<file path="src/rtl/cv32e40p_x_mac_pkg.sv">
// Shared types for the custom-0 multiply/accumulate coprocessor: opcode default,
// funct3 encodings, pipeline entry and response records.
package cv32e40p_x_mac_pkg;

  localparam logic [6:0] OPCODE_DEFAULT = 7'h0B;

  typedef enum logic [2:0] {
    F3_MUL    = 3'b000,
    F3_MAC    = 3'b001,
    F3_ACCRD  = 3'b010,
    F3_ACCCLR = 3'b011
  } funct3_e;

  typedef struct packed {
    logic        valid;
    funct3_e     op;
    logic [4:0]  rd;
    logic        wb;
    logic        err;
    logic [31:0] product;
  } pipe_entry_t;

  typedef struct packed {
    logic [4:0]  rd;
    logic [31:0] data;
    logic        error;
  } resp_t;

endpackage

</file>
<file path="src/rtl/cv32e40p_x_mac_resp_fifo.sv">
// In-order response FIFO; head entry is visible on o_data, push and pop may
// coincide (including when full).
module cv32e40p_x_mac_resp_fifo
  import cv32e40p_x_mac_pkg::*;
#(
  parameter int unsigned DEPTH = 2
) (
  input  logic  clk_i,
  input  logic  rst_ni,
  input  logic  i_push,
  input  resp_t i_data,
  input  logic  i_pop,
  output resp_t o_data,
  output logic  o_empty
);

  localparam int unsigned PW = (DEPTH > 1) ? $clog2(DEPTH) : 1;
  localparam int unsigned CW = $clog2(DEPTH + 1);
  localparam logic [PW-1:0] LAST = PW'(DEPTH - 1);
  localparam logic [CW-1:0] FULL = CW'(DEPTH);

  resp_t         r_mem [DEPTH];
  logic [PW-1:0] r_wr;
  logic [PW-1:0] r_rd;
  logic [CW-1:0] r_cnt;
  logic          w_do_push;
  logic          w_do_pop;

  assign o_empty   = (r_cnt == '0);
  assign o_data    = r_mem[r_rd];
  assign w_do_pop  = i_pop && !o_empty;
  assign w_do_push = i_push && ((r_cnt != FULL) || w_do_pop);

  always_ff @(posedge clk_i) begin
    if (w_do_push) r_mem[r_wr] <= i_data;
  end

  always_ff @(posedge clk_i) begin
    if (!rst_ni) begin
      r_wr  <= '0;
      r_rd  <= '0;
      r_cnt <= '0;
    end else begin
      if (w_do_push) r_wr <= (r_wr == LAST) ? '0 : r_wr + PW'(1);
      if (w_do_pop)  r_rd <= (r_rd == LAST) ? '0 : r_rd + PW'(1);
      case ({w_do_push, w_do_pop})
        2'b10:   r_cnt <= r_cnt + CW'(1);
        2'b01:   r_cnt <= r_cnt - CW'(1);
        default: r_cnt <= r_cnt;
      endcase
    end
  end

endmodule

</file>
<file path="src/rtl/cv32e40p_x_mac_copro.sv">
// X-interface multiply/accumulate coprocessor: decode, fixed-latency multiply
// pipeline, accumulator and credit-throttled response FIFO. Optional macro
// X_MAC_SATURATE_EN makes the MAC add saturate as signed 32-bit.
module cv32e40p_x_mac_copro
  import cv32e40p_x_mac_pkg::*;
#(
  parameter int unsigned MUL_LATENCY = 2,
  parameter int unsigned RESP_DEPTH  = 2,
  parameter logic [6:0]  OPCODE      = OPCODE_DEFAULT
) (
  input  logic             clk_i,
  input  logic             rst_ni,
  input  logic             x_q_valid_i,
  output logic             x_q_ready_o,
  input  logic [31:0]      x_q_instr_data_i,
  input  logic [2:0][31:0] x_q_rs_i,
  input  logic [2:0]       x_q_rs_valid_i,
  input  logic             x_q_rd_clean_i,
  output logic             x_k_accept_o,
  output logic             x_k_is_mem_op_o,
  output logic             x_k_writeback_o,
  output logic             x_p_valid_o,
  input  logic             x_p_ready_i,
  output logic [4:0]       x_p_rd_o,
  output logic [31:0]      x_p_data_o,
  output logic             x_p_dualwb_o,
  output logic             x_p_type_o,
  output logic             x_p_error_o,
  output logic             busy_o
);

  localparam int          LAT = int'(MUL_LATENCY);
  localparam int unsigned CW  = $clog2(RESP_DEPTH + 1);
  localparam logic [CW-1:0] CREDITS_MAX = CW'(RESP_DEPTH);

  function automatic logic [31:0] mac_add(input logic [31:0] a, input logic [31:0] b);
`ifdef X_MAC_SATURATE_EN
    logic signed [32:0] sum;
    sum = $signed({a[31], a}) + $signed({b[31], b});
    if (sum[32] != sum[31]) return sum[32] ? 32'h8000_0000 : 32'h7FFF_FFFF;
    return sum[31:0];
`else
    return a + b;
`endif
  endfunction

  logic [2:0]    w_funct3;
  logic          w_match;
  logic          w_err;
  logic          w_wb;
  logic          w_rs_ok;
  logic          w_credit_ok;
  logic          w_issue;
  logic          w_pop;
  logic          w_push;
  logic          w_pipe_busy;
  logic          w_fifo_empty;
  logic [31:0]   w_mac_sum;
  logic [CW-1:0] r_credits;
  logic [31:0]   r_acc;
  pipe_entry_t   w_entry_p0;
  pipe_entry_t   w_exit;
  resp_t         w_push_resp;
  resp_t         w_head;
  logic          w_unused;

  assign w_unused = ^{x_q_rs_i[2], x_q_rs_valid_i[2], x_q_instr_data_i[31:15]};

  assign w_funct3    = x_q_instr_data_i[14:12];
  assign w_match     = (x_q_instr_data_i[6:0] == OPCODE);
  assign w_err       = w_funct3[2];
  assign w_wb        = w_err || (w_funct3 != 3'b011);
  // MUL/MAC (funct3 00x) are the only operations that read rs1/rs2
  assign w_rs_ok     = w_err || w_funct3[1] || (&x_q_rs_valid_i[1:0]);
  assign w_credit_ok = !w_wb || (x_q_rd_clean_i && (r_credits < CREDITS_MAX));

  assign x_q_ready_o     = rst_ni && (!w_match || (w_rs_ok && w_credit_ok));
  assign x_k_accept_o    = rst_ni && w_match;
  assign x_k_is_mem_op_o = 1'b0;
  assign x_k_writeback_o = w_match && w_wb;
  assign w_issue         = x_q_valid_i && x_q_ready_o && x_k_accept_o;

  // Stage p0: issue, product formed combinationally
  always_comb begin
    w_entry_p0         = '0;
    w_entry_p0.valid   = w_issue;
    w_entry_p0.op      = funct3_e'(w_funct3);
    w_entry_p0.rd      = x_q_instr_data_i[11:7];
    w_entry_p0.wb      = w_wb;
    w_entry_p0.err     = w_err;
    w_entry_p0.product = x_q_rs_i[0] * x_q_rs_i[1];
  end

  generate
    if (LAT == 1) begin : g_lat1
      assign w_exit      = w_entry_p0;
      assign w_pipe_busy = 1'b0;
    end else begin : g_pipe
      pipe_entry_t r_pipe_p1 [LAT-1];

      // Stages p1..p(L-1): fixed delay line, valid bits are the only reset state
      always_ff @(posedge clk_i) begin
        r_pipe_p1[0] <= w_entry_p0;
        for (int i = 1; i < LAT - 1; i++) r_pipe_p1[i] <= r_pipe_p1[i-1];
        if (!rst_ni) begin
          for (int i = 0; i < LAT - 1; i++) r_pipe_p1[i].valid <= 1'b0;
        end
      end

      always_comb begin
        w_pipe_busy = 1'b0;
        for (int i = 0; i < LAT - 1; i++) w_pipe_busy = w_pipe_busy | r_pipe_p1[i].valid;
      end

      assign w_exit = r_pipe_p1[LAT-2];
    end
  endgenerate

  // Exit stage: accumulator update and response push in program order
  assign w_mac_sum = mac_add(r_acc, w_exit.product);

  always_comb begin
    w_push            = w_exit.valid && w_exit.wb;
    w_push_resp.rd    = w_exit.rd;
    w_push_resp.error = w_exit.err;
    w_push_resp.data  = '0;
    if (!w_exit.err) begin
      case (w_exit.op)
        F3_MUL:   w_push_resp.data = w_exit.product;
        F3_MAC:   w_push_resp.data = w_mac_sum;
        F3_ACCRD: w_push_resp.data = r_acc;
        default:  w_push_resp.data = '0;
      endcase
    end
  end

  always_ff @(posedge clk_i) begin
    if (!rst_ni) begin
      r_acc <= '0;
    end else if (w_exit.valid && !w_exit.err) begin
      if (w_exit.op == F3_MAC)         r_acc <= w_mac_sum;
      else if (w_exit.op == F3_ACCCLR) r_acc <= '0;
    end
  end

  // Credits bound outstanding writebacks so the FIFO can never overflow
  assign w_pop = x_p_valid_o && x_p_ready_i;

  always_ff @(posedge clk_i) begin
    if (!rst_ni) begin
      r_credits <= '0;
    end else begin
      case ({w_issue && w_wb, w_pop})
        2'b10:   r_credits <= r_credits + CW'(1);
        2'b01:   r_credits <= r_credits - CW'(1);
        default: r_credits <= r_credits;
      endcase
    end
  end

  cv32e40p_x_mac_resp_fifo #(
    .DEPTH (RESP_DEPTH)
  ) u_resp_fifo (
    .clk_i   (clk_i),
    .rst_ni  (rst_ni),
    .i_push  (w_push),
    .i_data  (w_push_resp),
    .i_pop   (w_pop),
    .o_data  (w_head),
    .o_empty (w_fifo_empty)
  );

  assign x_p_valid_o  = !w_fifo_empty;
  assign x_p_rd_o     = x_p_valid_o ? w_head.rd    : '0;
  assign x_p_data_o   = x_p_valid_o ? w_head.data  : '0;
  assign x_p_error_o  = x_p_valid_o ? w_head.error : 1'b0;
  assign x_p_dualwb_o = 1'b0;
  assign x_p_type_o   = 1'b0;
  assign busy_o       = w_pipe_busy || x_p_valid_o;

endmodule

</file>
<file path="config.mk">
export PLATFORM = sky130hd
export DESIGN_NAME = cv32e40p_x_mac_copro
export DESIGN_NICKNAME = d
export VERILOG_FILES = /design/src/rtl/cv32e40p_x_mac_pkg.sv /design/src/rtl/cv32e40p_x_mac_resp_fifo.sv /design/src/rtl/cv32e40p_x_mac_copro.sv
export SDC_FILE = /design/constraint.sdc
export NUM_CORES = 1
export LEC_CHECK = 0
export BUFFER_PORTS_ARGS = -buffer_cell sky130_fd_sc_hd__buf_2
export CAP_MARGIN = 20
export CORE_AREA = 2 2 246 248
export DETAILED_ROUTE_END_ITERATION = 7
export DIE_AREA = 0 0 248 250
export GPL_TIMING_DRIVEN = 0
export PLACE_DENSITY = 0.61
export SKIP_LAST_GASP = 1
export SLEW_MARGIN = 20
export SYNTH_ARGS = -nofsm -noshare
export SYNTH_HDL_FRONTEND = slang
export SYNTH_HIERARCHICAL = 1
export SYNTH_SLANG_ARGS = --single-unit
</file>
<file path="constraint.sdc">
create_clock -name clk_i -period 9.5 [get_ports clk_i]
set_clock_uncertainty 0.15 [all_clocks]
set_input_delay 1.9 -clock clk_i [delete_from_list [all_inputs] [get_ports clk_i]]
set_output_delay 1.9 -clock clk_i [all_outputs]
set_load 0.005 [all_outputs]
</file>
==> results.ini <==
[clock_tree]
clkTransAtPathRegs_ps = 60
cts_buffers = 17
cts_buffer_depth = 2
clock_tree_from_tritoncts = yes
root_buf_cell = sky130_fd_sc_hd__clkbuf_16
ctsHtreeMaxLevel = 4
worst_skew_pair.late_latency_ps = 430
hold_fix_buffers_at_cts = 0
numClockSinks = 157

[global_routing]
globalRoute.totalOverflow = 0
number_of_antenna_violations_at_the_first_check_in_global_routing = 3
global_route_wire_length_before_repair_um = 108700
global_route.usage.total = 0.2332
via_count_of_the_first_global_routing_pass = 18720
grt_start_max_net_pins = 26

[logic_synthesis]
post_synth_instance_area_um2 = 23460
ys_async_sr_fraction = 0
synth_area_leader_cell = sky130_fd_sc_hd__fa_1
synth_seq_area_share = 0.1664
ys_seq_elements = 157
netlist_top_cells_area = sky130_fd_sc_hd__fa_1, sky130_fd_sc_hd__edfxtp_1, sky130_fd_sc_hd__ha_1, sky130_fd_sc_hd__and2_1, sky130_fd_sc_hd__dfxtp_1
postSynthAreaPerCell_um2 = 9.460
netlist_instances = 2480
ys.flop_type = sky130_fd_sc_hd__dfxtp_1
yosys.cell_types.count = 79
synth_edf_count = 76
synth_top_cell_area_share = 0.3490
synth_warnings = 6

[floorplan]
die-area_um2 = 62000
initial_utilization = 0.3938
chipWidth_um = 248
floorplan.core_area_um2 = 59570
die-height_um = 250
top_level_ports = 182
std_cell_rows = 90

[routing]
drt.antenna.violating_nets = 0
drt-vias-per-instance = 5.185
drc = 0
wl_per_cell_um = 20.91
finalWirelength_um = 71490
drtIter0Drc = 1118
drt-pass1-iter-count = 5
num_vias = 17730

[timing]
drv_slew = 0
setup_viol_count_final = 0
unrepaired_setup_endpoints_after_global_routing = no
maxClockFrequency_mhz = 108.9
worst_slew_pin_slew_ps = 1125
final-hold-violation-count = 0
totalNegativeSetupSlack_ps = 0
relSlewSlack = 0.2500
fraction_of_the_cycle_the_final_worst_path_needs = 0.9665
finalWorstPathRequiredPeriod_ps = 9182
final.setup.worst_slack_ps = 318.2

[worst_setup_path]
reg2reg_depth = 10
setup_slack_reg_to_reg_ps = 5330
worstPathMaxFanout = 10
worstSetupEndpointType = register
critPathLaunchType = input port
cp_data_arrival_time_ps = 9320
regToRegStartpoint = r_acc[0]
reg2reg_capture_point = u_resp_fifo/r_mem[0][15]
timing.critical_path.to = g_pipe.r_pipe_p1[0][31]
criticalPathCategory = in2reg
timing.critical_path.from = x_q_rs_i[4]
timing.critical_path.required_ps = 9640

[place]
placement.setup.worst_slack_ps = -241.9
port_buffer_count = 120
gp_congestion = 0.9460
detailedPlacementHpwl_um = 58970
post_place_cell_area_um2 = 25100

[worst_hold_path]
whs_path_depth = 0
startpoint_of_the_lowest_slack_hold_path = g_pipe.r_pipe_p1[0][35]
worstHoldPathType = reg2reg

[final_layout]
layout-drive-gt1-share = 0.08349
nets = 3323
final_cell_mix = sky130_fd_sc_hd__inv_1, sky130_fd_sc_hd__fa_1, sky130_fd_sc_hd__nand2_1, sky130_fd_sc_hd__and2_1, sky130_fd_sc_hd__ha_1
finalInstanceArea_um2 = 25690
final_core_utilization = 0.4313
areaGrowthSynthToFinish_pct = 9.504

[job]
cap_viol_max_count = 0

[run_status]
run_status = finished clean

-- area by class of cell --
cell class	count	area (µm²)
fillers	5823	33880
multi-input cells	1788	17500
flip-flops and latches	157	3904
inverters	409	1535
well taps	782	978.4
repair buffers	122	640.6
plain buffers	127	554.3
clock buffers	18	439.2
clock inverters	14	135.1
diodes	2	5.005
-- worst max-delay path: stages --
cell and delay, ps:
sky130_fd_sc_hd__clkbuf_1 690, sky130_fd_sc_hd__clkbuf_1 680, sky130_fd_sc_hd__and2_1 240, sky130_fd_sc_hd__fa_1 400
sky130_fd_sc_hd__inv_1 70, sky130_fd_sc_hd__fa_1 150, sky130_fd_sc_hd__inv_1 50, sky130_fd_sc_hd__fa_1 480
sky130_fd_sc_hd__inv_1 50, sky130_fd_sc_hd__fa_1 470, sky130_fd_sc_hd__inv_1 50, sky130_fd_sc_hd__fa_1 500
sky130_fd_sc_hd__inv_1 50, sky130_fd_sc_hd__fa_1 530, sky130_fd_sc_hd__inv_1 50, sky130_fd_sc_hd__fa_1 490
sky130_fd_sc_hd__fa_1 410, sky130_fd_sc_hd__ha_1 360, sky130_fd_sc_hd__a21oi_1 170, sky130_fd_sc_hd__nor2_1 60
sky130_fd_sc_hd__a211oi_1 310, sky130_fd_sc_hd__o21ai_0 210, sky130_fd_sc_hd__a2111oi_2 440, sky130_fd_sc_hd__o41a_1 270
sky130_fd_sc_hd__o21ai_1 100, sky130_fd_sc_hd__xnor2_1 130
-- layer usage --
metal / global-route usage / vias up / wire, µm / part of all wire
li1: - / 7954 / - / -
met3: 0.04280 / 143 / 5151 / 0.072
met4: 0.08760 / 2 / 2862 / 0.040
met1: 0.3068 / 8896 / 30360 / 0.42
met2: 0.3809 / 733 / 33110 / 0.46
met5: 0 / - / 9 / 0.00013
-- sequential cells by signal (all words and copies together), names as in the netlist, named ones only --
signal and cells:
g_pipe.r_pipe_p1 42, u_resp_fifo/r_wr 1, u_resp_fifo/r_rd 1, u_resp_fifo/r_cnt 2, u_resp_fifo/r_mem 76, r_acc 32, r_credits 2
-- cell usage after synthesis, types with 4 or more instances --
cell / n
sky130_fd_sc_hd__fa_1: 409
sky130_fd_sc_hd__inv_1: 409
sky130_fd_sc_hd__nand2_1: 304
sky130_fd_sc_hd__and2_1: 289
sky130_fd_sc_hd__ha_1: 156
sky130_fd_sc_hd__clkbuf_1: 112
sky130_fd_sc_hd__xnor2_1: 88
sky130_fd_sc_hd__nor2_1: 84
sky130_fd_sc_hd__dfxtp_1: 81
sky130_fd_sc_hd__edfxtp_1: 76
sky130_fd_sc_hd__a21oi_1: 73
sky130_fd_sc_hd__o21ai_0: 51
sky130_fd_sc_hd__nor2b_1: 46
sky130_fd_sc_hd__xor2_1: 28
sky130_fd_sc_hd__mux2i_1: 22
sky130_fd_sc_hd__mux2_1: 20
sky130_fd_sc_hd__mux2_2: 19
sky130_fd_sc_hd__a211oi_1: 14
sky130_fd_sc_hd__a21o_1: 13
sky130_fd_sc_hd__nand3_1: 12
sky130_fd_sc_hd__a22oi_1: 11
sky130_fd_sc_hd__nor3_1: 11
sky130_fd_sc_hd__o21a_1: 10
sky130_fd_sc_hd__o21bai_1: 9
sky130_fd_sc_hd__or3_1: 7
sky130_fd_sc_hd__nand2b_1: 6
sky130_fd_sc_hd__nand4_1: 6
sky130_fd_sc_hd__nor4b_1: 6
sky130_fd_sc_hd__a31o_2: 5
sky130_fd_sc_hd__buf_2: 5
sky130_fd_sc_hd__nand3b_1: 5
sky130_fd_sc_hd__o211ai_1: 5
sky130_fd_sc_hd__a31oi_1: 4
sky130_fd_sc_hd__clkbuf_8: 4
sky130_fd_sc_hd__nor4_1: 4
sky130_fd_sc_hd__o31a_1: 4
-- cell families after synthesis --
family                   after synthesis  synth area share
AO/OA/AOI/OAI                        242           0.06752
XOR/XNOR                             116           0.04331
adder cells (fa/ha/maj)              565            0.4322
buffers and inverters                537           0.08869
flip-flops                           157            0.1664
multiplexers                          61           0.02811
other                                  1         0.0001598
AND/OR/NAND/NOR                      801            0.1736
-- per-stage QoR --
stage	std cells	hold slack, ps
final	3419	290.3
after global routing	3418	314.8
after CTS	3418	294.6
after detailed placement	3386	275.0
after global placement	3384	258.6
after floorplan	2482	253.7
-- how the worst min path moves through the flow --
stage | end | slack (ps)
after floorplan | u_resp_fifo/r_mem[0][33] | 250
after global routing | u_resp_fifo/r_mem[0][37] | 310
after global placement | u_resp_fifo/r_mem[1][33] | 260
after CTS | u_resp_fifo/r_mem[0][34] | 290
after detailed placement | u_resp_fifo/r_mem[0][36] | 280
final | u_resp_fifo/r_mem[0][34] | 290
-- repair_timing --
action	in CTS	in global routing
setup endpoints to repair	0	3
buffers inserted	0	0
gates resized for setup	0	14
Power is left out: the tool's default activity adds up to more than one toggle a clock period on the data nets, which glitch-free logic cannot reach.
